File: src/rtl/uart_pkg.sv
// Shared types and constants for the parametrised UART transmitter.
package uart_pkg;

  typedef enum logic [2:0] {
    IDLE,
    START,
    DATA,
    PARITY,
    STOP1,
    STOP2
  } tx_state_t;

  localparam logic [1:0] PAR_NONE = 2'b00;
  localparam logic [1:0] PAR_ODD  = 2'b01;
  localparam logic [1:0] PAR_EVEN = 2'b10;

  localparam int unsigned UART_DIV_115200 = 434;

  // 2'b11 is treated as "no parity" alongside PAR_NONE
  function automatic logic parity_enabled(input logic [1:0] par);
    return (par == PAR_ODD) || (par == PAR_EVEN);
  endfunction

endpackage

File: src/rtl/uart_tx_param_if.sv
// Word handshake and per-frame configuration into the UART transmitter.
interface uart_tx_param_if #(
  parameter int unsigned DATA_BITS = 8
);

  logic [DATA_BITS-1:0] tx_data;
  logic                 tx_valid;
  logic                 tx_ready;
  logic [1:0]           cfg_parity;
  logic                 cfg_stop2;

  modport master (
    output tx_data,
    output tx_valid,
    output cfg_parity,
    output cfg_stop2,
    input  tx_ready
  );

  modport slave (
    input  tx_data,
    input  tx_valid,
    input  cfg_parity,
    input  cfg_stop2,
    output tx_ready
  );

endinterface

File: src/rtl/uart_baud_gen.sv
// Bit-period counter: counts 0..CLK_DIV-1 while enabled, ticks on the last count.
module uart_baud_gen
  import uart_pkg::*;
#(
  parameter int unsigned CLK_DIV = UART_DIV_115200
) (
  input  logic clk,
  input  logic rst,
  input  logic clear,
  input  logic enable,
  output logic tick
);

  localparam int unsigned CW = (CLK_DIV > 1) ? $clog2(CLK_DIV) : 1;
  localparam logic [CW-1:0] LAST = CW'(CLK_DIV - 1);

  logic [CW-1:0] cnt;

  assign tick = enable && (cnt == LAST);

  // Count within the bit period; wrap to zero on the terminal count only
  always_ff @(posedge clk) begin
    if (rst || clear) begin
      cnt <= '0;
    end else if (enable) begin
      cnt <= tick ? '0 : cnt + 1'b1;
    end
  end

endmodule

File: src/rtl/uart_tx_param.sv
// Parametrised UART transmitter: start, DATA_BITS LSB-first, optional parity, 1 or 2 stops.
module uart_tx_param
  import uart_pkg::*;
#(
  parameter int unsigned CLK_DIV   = UART_DIV_115200,
  parameter int unsigned DATA_BITS = 8
) (
  input  logic             clk,
  input  logic             rst,
  uart_tx_param_if.slave   tx_if,
  output logic             rs232_tx,
  output logic             bps_start,
  output logic             tx_busy,
  output logic             frame_done
);

  if (CLK_DIV < 2) begin : g_bad_div
    $error("uart_tx_param: CLK_DIV must be >= 2");
  end
  if (DATA_BITS < 5 || DATA_BITS > 9) begin : g_bad_bits
    $error("uart_tx_param: DATA_BITS must be in 5..9");
  end

  localparam int unsigned IW = $clog2(DATA_BITS);
  localparam logic [IW-1:0] LAST_IDX = IW'(DATA_BITS - 1);

  tx_state_t            state_q, state_d;
  logic [IW-1:0]        idx_q, idx_d;
  logic [DATA_BITS-1:0] data_q;
  logic [1:0]           par_q;
  logic                 stop2_q;
  logic                 line_d, busy_d, done_d;
  logic                 accept, tick, par_bit;

  assign tx_if.tx_ready = (state_q == IDLE) && !rst;
  assign accept         = tx_if.tx_valid && tx_if.tx_ready;
  assign par_bit        = (par_q == PAR_ODD) ? ~^data_q : ^data_q;
  assign tx_busy        = bps_start;

  uart_baud_gen #(
    .CLK_DIV(CLK_DIV)
  ) u_baud (
    .clk   (clk),
    .rst   (rst),
    .clear (accept),
    .enable(state_q != IDLE),
    .tick  (tick)
  );

  // Capture word and frame options at accept; they stay fixed for the whole frame
  always_ff @(posedge clk) begin
    if (rst) begin
      data_q  <= '0;
      par_q   <= PAR_NONE;
      stop2_q <= 1'b0;
    end else if (accept) begin
      data_q  <= tx_if.tx_data;
      par_q   <= tx_if.cfg_parity;
      stop2_q <= tx_if.cfg_stop2;
    end
  end

  // State register plus registered line/status outputs
  always_ff @(posedge clk) begin
    if (rst) begin
      state_q    <= IDLE;
      idx_q      <= '0;
      rs232_tx   <= 1'b1;
      bps_start  <= 1'b0;
      frame_done <= 1'b0;
    end else begin
      state_q    <= state_d;
      idx_q      <= idx_d;
      rs232_tx   <= line_d;
      bps_start  <= busy_d;
      frame_done <= done_d;
    end
  end

  // Next-state: advance one frame field per baud tick
  always_comb begin
    state_d = state_q;
    case (state_q)
      IDLE:    if (accept) state_d = START;
      START:   if (tick) state_d = DATA;
      DATA:    if (tick && idx_q == LAST_IDX)
                 state_d = parity_enabled(par_q) ? PARITY : STOP1;
      PARITY:  if (tick) state_d = STOP1;
      STOP1:   if (tick) state_d = stop2_q ? STOP2 : IDLE;
      STOP2:   if (tick) state_d = IDLE;
      default: state_d = IDLE;
    endcase
  end

  // Outputs are computed from the upcoming state so the line register changes
  // on the same edge as the state, giving exact CLK_DIV-cycle bit cells
  always_comb begin
    idx_d  = idx_q;
    line_d = 1'b1;
    busy_d = (state_d != IDLE);
    done_d = (state_q != IDLE) && (state_d == IDLE);

    if (state_d != DATA) begin
      idx_d = '0;
    end else if (state_q == DATA && tick) begin
      idx_d = idx_q + 1'b1;
    end

    case (state_d)
      IDLE:    line_d = 1'b1;
      START:   line_d = 1'b0;
      DATA:    line_d = data_q[idx_d];
      PARITY:  line_d = par_bit;
      STOP1:   line_d = 1'b1;
      STOP2:   line_d = 1'b1;
      default: line_d = 1'b1;
    endcase
  end

endmodule

File: src/flat_wrapper.sv
// flat-port wrapper written by rule: the top's interface ports become plain ports
module uart_tx_param_flat import uart_pkg::*;
#(
  parameter int unsigned CLK_DIV   = UART_DIV_115200,
  parameter int unsigned DATA_BITS = 8
)
  (clk, rst, rs232_tx, bps_start, tx_busy, frame_done, tx_if_tx_data, tx_if_tx_valid, tx_if_cfg_parity, tx_if_cfg_stop2, tx_if_tx_ready);
  uart_tx_param_if #(.DATA_BITS(DATA_BITS)) tx_if_i ();
  input  logic clk;
  input  logic rst;
  output logic rs232_tx;
  output logic bps_start;
  output logic tx_busy;
  output logic frame_done;
  input wire logic [$bits(tx_if_i.tx_data)-1:0] tx_if_tx_data;
  input wire logic [$bits(tx_if_i.tx_valid)-1:0] tx_if_tx_valid;
  input wire logic [$bits(tx_if_i.cfg_parity)-1:0] tx_if_cfg_parity;
  input wire logic [$bits(tx_if_i.cfg_stop2)-1:0] tx_if_cfg_stop2;
  output wire logic [$bits(tx_if_i.tx_ready)-1:0] tx_if_tx_ready;
  assign tx_if_i.tx_data = tx_if_tx_data;
  assign tx_if_i.tx_valid = tx_if_tx_valid;
  assign tx_if_i.cfg_parity = tx_if_cfg_parity;
  assign tx_if_i.cfg_stop2 = tx_if_cfg_stop2;
  assign tx_if_tx_ready = tx_if_i.tx_ready;
  uart_tx_param #(.CLK_DIV(CLK_DIV), .DATA_BITS(DATA_BITS)) u_core (.clk(clk), .rst(rst), .tx_if(tx_if_i), .rs232_tx(rs232_tx), .bps_start(bps_start), .tx_busy(tx_busy), .frame_done(frame_done));
endmodule
File: config.mk
export PLATFORM = sky130hd
export DESIGN_NAME = uart_tx_param_flat
export DESIGN_NICKNAME = d
export VERILOG_FILES = /design/src/rtl/uart_pkg.sv /design/src/rtl/uart_tx_param_if.sv /design/src/rtl/uart_baud_gen.sv /design/src/rtl/uart_tx_param.sv /design/src/flat_wrapper.sv
export SDC_FILE = /design/constraint.sdc
export NUM_CORES = 1
export LEC_CHECK = 0
export ABC_AREA = 1
export CORE_MARGIN = 2
export CORE_UTILIZATION = 50
export DETAILED_ROUTE_END_ITERATION = 16
export HOLD_SLACK_MARGIN = 0.15
export PLACE_DENSITY = 0.75
export SLEW_MARGIN = 20
export SYNTH_ARGS = -nofsm -noshare
export SYNTH_HDL_FRONTEND = slang
export SYNTH_SLANG_ARGS = --single-unit
File: constraint.sdc
create_clock -name clk -period 1.5 [get_ports clk]
set_input_delay 0.15 -clock clk [delete_from_list [all_inputs] [get_ports clk]]
set_output_delay 0.15 -clock clk [all_outputs]
set_load 0.01 [all_outputs]
; ---- Word-level counts from Yosys, hierarchy flattened
; Cells that the tools add are included.
[word_totals]
register_bits = 29
latch_bits = 0
mem_bits_rw = 0
rom_bits = 0
in_bits = 14
output_inout_bits = 5
elab_cells = 56
mem_count = 0
[op_classes]
n_addsub = 2
mul = 0
n_div = 0
order_cmp = 1
eq_ne = 13
shift = 0
muxes = 16
n_bitwise = 0
reduce_logical = 15
[ops]
columns = op, count
row1 = two-way mux 3 bit, 10
row2 = one-hot mux 3 bit (6 select lines), 1
row3 = == test 3 x 2 -> 1 bit (second input constant), 4
row4 = adder 9 x 1 -> 9 bit (second input constant), 1
row5 = == test 3 bit (second input constant), 3
row6 = == test 9 bit (second input constant), 1
row7 = two-way mux 9 bit, 1
row8 = XNOR reduction 8 bit, 1
row9 = XOR reduction 8 bit, 1
row10 = == test 3 x 1 -> 1 bit (second input constant), 2
row11 = logical AND 1 bit, 6
row12 = zero test 3 bit, 2
row13 = nonzero test 3 bit, 2
row14 = less-than comparator 3 x 4 -> 1 bit (second input constant), 1
row15 = adder 3 x 1 -> 3 bit (second input constant), 1
row16 = binary-select mux 1 bit (select 3 bit), 1
row17 = != test 3 x 2 -> 1 bit (second input constant), 1
row18 = one-hot mux 1 bit (3 select lines), 1
row19 = == test 2 x 1 -> 1 bit (second input constant), 1
row20 = == test 2 bit (second input constant), 1
row21 = logical OR 1 bit, 2
row22 = two-way mux 1 bit, 2
row23 = zero test 1 bit, 1

; ---- Depth between registers and ports, before layout
[logic_depth]
depth_word = 10
ltp_mapped = 14
ltp_nobuf = 14

; ---- Hierarchy
; Synthesis repeated with hierarchy kept, for this count alone.
[hier_totals]
hier_cells = 240
area_unflattened_um2 = 1619.1
[modules_own_cells]
columns = mod, n_inst, cells_per_inst, area_each_um2
row1 = uart_tx_param, 1, 167, 1122.3
row2 = uart_baud_gen, 1, 73, 496.7

; ---- Worst setup path after synthesis
; Ideal clock, no wire load.
[synth_path]
kind = reg-to-reg
startpoint = reg u_core.u_baud.cnt[0]
endpoint = reg u_core.idx_q[0]
setup_time_ps = 128
arrival_time_ps = 1408
t_required_ps = 1372
path_slack_ps = -36
path_stages_with_launch = 12
synth_period_minus_slack_ps = 1536
cell_sequence = dfxtp_1 -> ha_1 -> nand2_1 -> nor2_4 -> nand2_4 -> nor2_4 -> nand2_2 -> nor2_2 -> nor2_1 -> o21a_4 -> nand2_1 -> nor2_1
[synth_between]
elab_chain_cells = 7
word_cells_on_any_way = 13
[synth_rtl]
columns = item, line
row1 = "start, declared", uart_baud_gen.sv:17  ; logic [CW-1:0] cnt;
row2 = "start signal, assigned", uart_baud_gen.sv:26  ; cnt <= tick ? '0 : cnt + 1'b1;
row3 = == test 9 bit *, uart_baud_gen.sv:19  ; assign tick = enable && (cnt == LAST);
row4 = logical AND 1 bit *, uart_baud_gen.sv:19
row5 = logical AND 1 bit, uart_tx_param.sv:86  ; DATA: if (tick && idx_q == LAST_IDX)
row6 = two-way mux 3 bit, uart_tx_param.sv:86
row7 = one-hot mux 3 bit (6 select lines), uart_tx_param.sv:83  ; case (state_q)
row8 = != test 3 x 2 -> 1 bit, uart_tx_param.sv:103  ; if (state_d != DATA) begin
row9 = two-way mux 3 bit *, uart_tx_param.sv:103
row10 = "end signal, assigned", uart_tx_param.sv:73  ; idx_q <= idx_d;
row11 = "end, declared", uart_tx_param.sv:28  ; logic [IW-1:0] idx_q, idx_d;
; Every way passes the cells marked *; elsewhere a longest branch is shown, timed or not.
; A chain may end at the register's enable or synchronous reset.

; ---- Worst setup path in the final report
[layout_path]
startpoint = reg u_core.u_baud.cnt[1]
endpoint = reg u_core.bps_start
[layout_between]
elab_chain_cells = 6
word_cells_on_any_way = 10
[layout_rtl]
columns = item, line
row1 = == test 9 bit *, uart_baud_gen.sv:19
row2 = logical AND 1 bit *, uart_baud_gen.sv:19
row3 = logical AND 1 bit, uart_tx_param.sv:86
row4 = two-way mux 3 bit, uart_tx_param.sv:86
row5 = one-hot mux 3 bit (6 select lines) *, uart_tx_param.sv:83
row6 = nonzero test 3 bit *, uart_tx_param.sv:100  ; busy_d = (state_d != IDLE);
row7 = "end signal, assigned", uart_tx_param.sv:75  ; bps_start <= busy_d;
row8 = "end, declared", uart_tx_param.sv:12  ; output logic bps_start,
; Marks and branches as above.

==> flow_summary.ini <==
[detailed_routing]
drt-initial-drc-count = 53
post_drt_wl_per_cell_um = 11.0
routed_wl_mm = 3.65
drc = 0
via_per_inst = 4.74
firstDrtPassIters = 4
num_vias = 1574
ant_nets = 0

[cts]
ctsHoldBuffers = 0
cts_tree = done
cts_sinks = 29
cts_inserted_buffers = 5
clk_pin_slew_worst_paths_ps = 90
clockRootBuffer = clkbuf_4
cts_max_path_buffers = 2
clk_latency_ps = 330
cts_max_level = 2

[sta]
worst_slack_ps = -134
rsz0062_at_grt = true
max_freq_mhz = 612
fin_tns_setup_ps = -588
finalCriticalPeriod_ps = 1630
post-route-period-util = 1.09
fin_skew_ps = 10.6
maxSlewViolCount = 0
setup_viol = 7
worst_pin_slew_ps = 299
finalHoldViolations = 0
relSlewSlack = 0.800

[grt]
grt_pass1_wl_mm = 5.53
grt_use_total = 0.205
grt_antenna_before_repair = 0
grt_pass1_vias = 1403
grt_max_degree = 12
overflow = 0

[yosys]
syn_area_um2 = 1640
async_reset_ff_frac = 0
yosysTopAreaCell = dfxtp_1
yosys_register_bits = 29
synth-main-ff-cell = dfxtp_1
netlist_instances = 228
synth_edf_count = 0
ys_types = 32
synth.yosys.seq_area_share = 0.353
synth.area.top_cells = dfxtp_1 35%, nand2_1 12%, inv_1 7.5%, nor2_1 4.6%, ha_1 3.8%
syn_nets = 247
yosysTopAreaCellShare = 0.353
synth_warnings = 0
syn_area_per_cell_um2 = 7.21

[setup_path]
crit_required_ps = 1720
critPathLaunchType = flip-flop
crit_arrival_ps = 1860
critical_path_class = reg -> reg
cp_max_fo = 5
crit_path_end_kind = flip-flop

[finish]
syn_to_final_growth_pct = 41.7
fillers = 271
n_antenna_cell = 0
design_area_um2 = 2330
final_nets = 307
drive_above_1_share = 0.337

[run]
maxCapViolCount = 0

[placed_design]
hpwlAfterDp_mm = 2.75
place_congestion = 0.860
placed_area_um2 = 2170
portBuffers = 18

[die]
io_pins = 19
dieWidth_um = 61.3
die_area_um2 = 3760
rows = 20
die_y_um = 61.3
core-area_um2 = 3100
initial_core_util = 0.530

[run_status]
violations = negative setup slack
status = complete, but fails checks

[pwr]
p_per_area_nw_per_um2 = 687
leakagePower_nw = 1.12
ir_drop_uv = 503

[min_path]
hold_class = in -> reg
[area by class of cell]
cell class	instances	area, µm²	area share
Multi-Input combinational cell	157	1000	0.430
Clock buffer	7	55.1	0.0236
Tap cell	44	55.1	0.0236
Inverter	39	148	0.0634
Timing Repair Buffer	56	484	0.208
Sequential cell	29	587	0.252
[routing by layer]
| metal | track usage | vias to the layer above | wire length [µm] |
|---|---|---|---|
| li1 | - | 831 | - |
| met1 | 0.224 | 706 | 1620 |
| met2 | 0.354 | 30 | 1810 |
| met3 | 0.0672 | 7 | 156 |
| met4 | 0.106 | 0 | 72 |
| met5 | 0 | - | 0 |
[logic make-up (layout without fill, tap and decap cells)]
group	Yosys count	in the layout	synth area share
and+or+nand+nor	124	124	0.392
adders and majority gates	5	5	0.0381
DFF	29	29	0.353
AOI/OAI and AO/OA	21	21	0.0799
buffers and inverters	42	102	0.0997
xor gates and xnor gates	7	7	0.0373
[metrics by stage]
stage | total power (W) | utilization | instances | hold slack (ps) | setup WS, ps
after floorplan | 0.00101 | - | 228 | 263 | -26.3
after global placement | 0.00113 | 0.700 | 323 | 470 | -75.3
after detailed placement | 0.00113 | 0.700 | 323 | 473 | -82.2
after CTS | 0.00160 | 0.723 | 330 | 368 | -84.3
after global routing | 0.00168 | 0.751 | 332 | 380 | -277
final | 0.00160 | 0.751 | 332 | 367 | -134
[path summary, 6_finish.rpt]
path,from,endpoint,slack (ps),cells after the start
setup reg to reg,u_core.u_baud.cnt[1]$_SDFFE_PP0N_,u_core.bps_start$_SDFF_PP0_,-130,13
hold reg to reg,u_core.par_q[1]$_SDFFE_PP0P_,u_core.par_q[1]$_SDFFE_PP0P_,480,2
setup / recovery,u_core.u_baud.cnt[1]$_SDFFE_PP0N_,u_core.bps_start$_SDFF_PP0_,-130,13
hold / removal,tx_if_cfg_parity[1],u_core.par_q[1]$_SDFFE_PP0P_,370,3
[registers in the layout, summed over array words and instances (netlist names)]
register / count
u_core.idx_q: 3
u_core.state_q: 3
u_core.rs232_tx: 1
u_core.u_baud.cnt: 9
u_core.frame_done: 1
u_core.par_q: 2
u_core.stop2_q: 1
u_core.data_q: 8
u_core.bps_start: 1
[critical path: stages (launching register included)]
cell     delay [ps]
dfxtp_2         330
inv_2            60
ha_4            130
nand2_4          50
nor2_4          140
nand2_4          90
nor2_4          110
nand2_4          80
nor2_4          120
nor2_4           50
nor2_4          130
nand2_2          90
nor2_2           90
nor2_1           40
[placed cells by master (no fill, tap or decap), types with 8 or more instances in the layout]
cell type        instances
nor2_1                  16
nand2_2                 10
o21ai_0                  9
nor2_4                   8
nand2_1                 49
inv_1                   30
inv_2                    8
buf_4                   35
nand3_1                 11
clkdlybuf4s50_1         17
dfxtp_1                 26
[cells in the mapped netlist (4+ instances only)]
cell type  count
o21ai_0       10
nand3_1       11
inv_1         33
nor3_2         4
nand2_2        9
dfxtp_1       29
nand2_1       53
ha_1           5
nor2_4         4
inv_2          5
nor2_1        20
nor3_1         7
xnor2_1        4
a21oi_1        6
[where the power goes]
part / switching [W] / internal [W] / total [W] / leakage [nW]
logic: 0.000149 / 0.000146 / 0.000295 / 0.852
registers: 0.0000217 / 0.000803 / 0.000825 / 0.238
clock network: 0.000260 / 0.000221 / 0.000481 / 0.0314
total: 0.000431 / 0.00117 / 0.00160 / 1.12
[timing repair]
| action | in CTS | in global routing |
|---|---|---|
| endpoints found under the setup margin | 9 | 27 |
| gates resized for setup | 5 | 21 |
| pin swaps | 4 | 8 |
| setup buffers | 0 | 3 |
| endpoints found under the hold margin | 0 | 0 |
(Power assumes the default switching activity.)
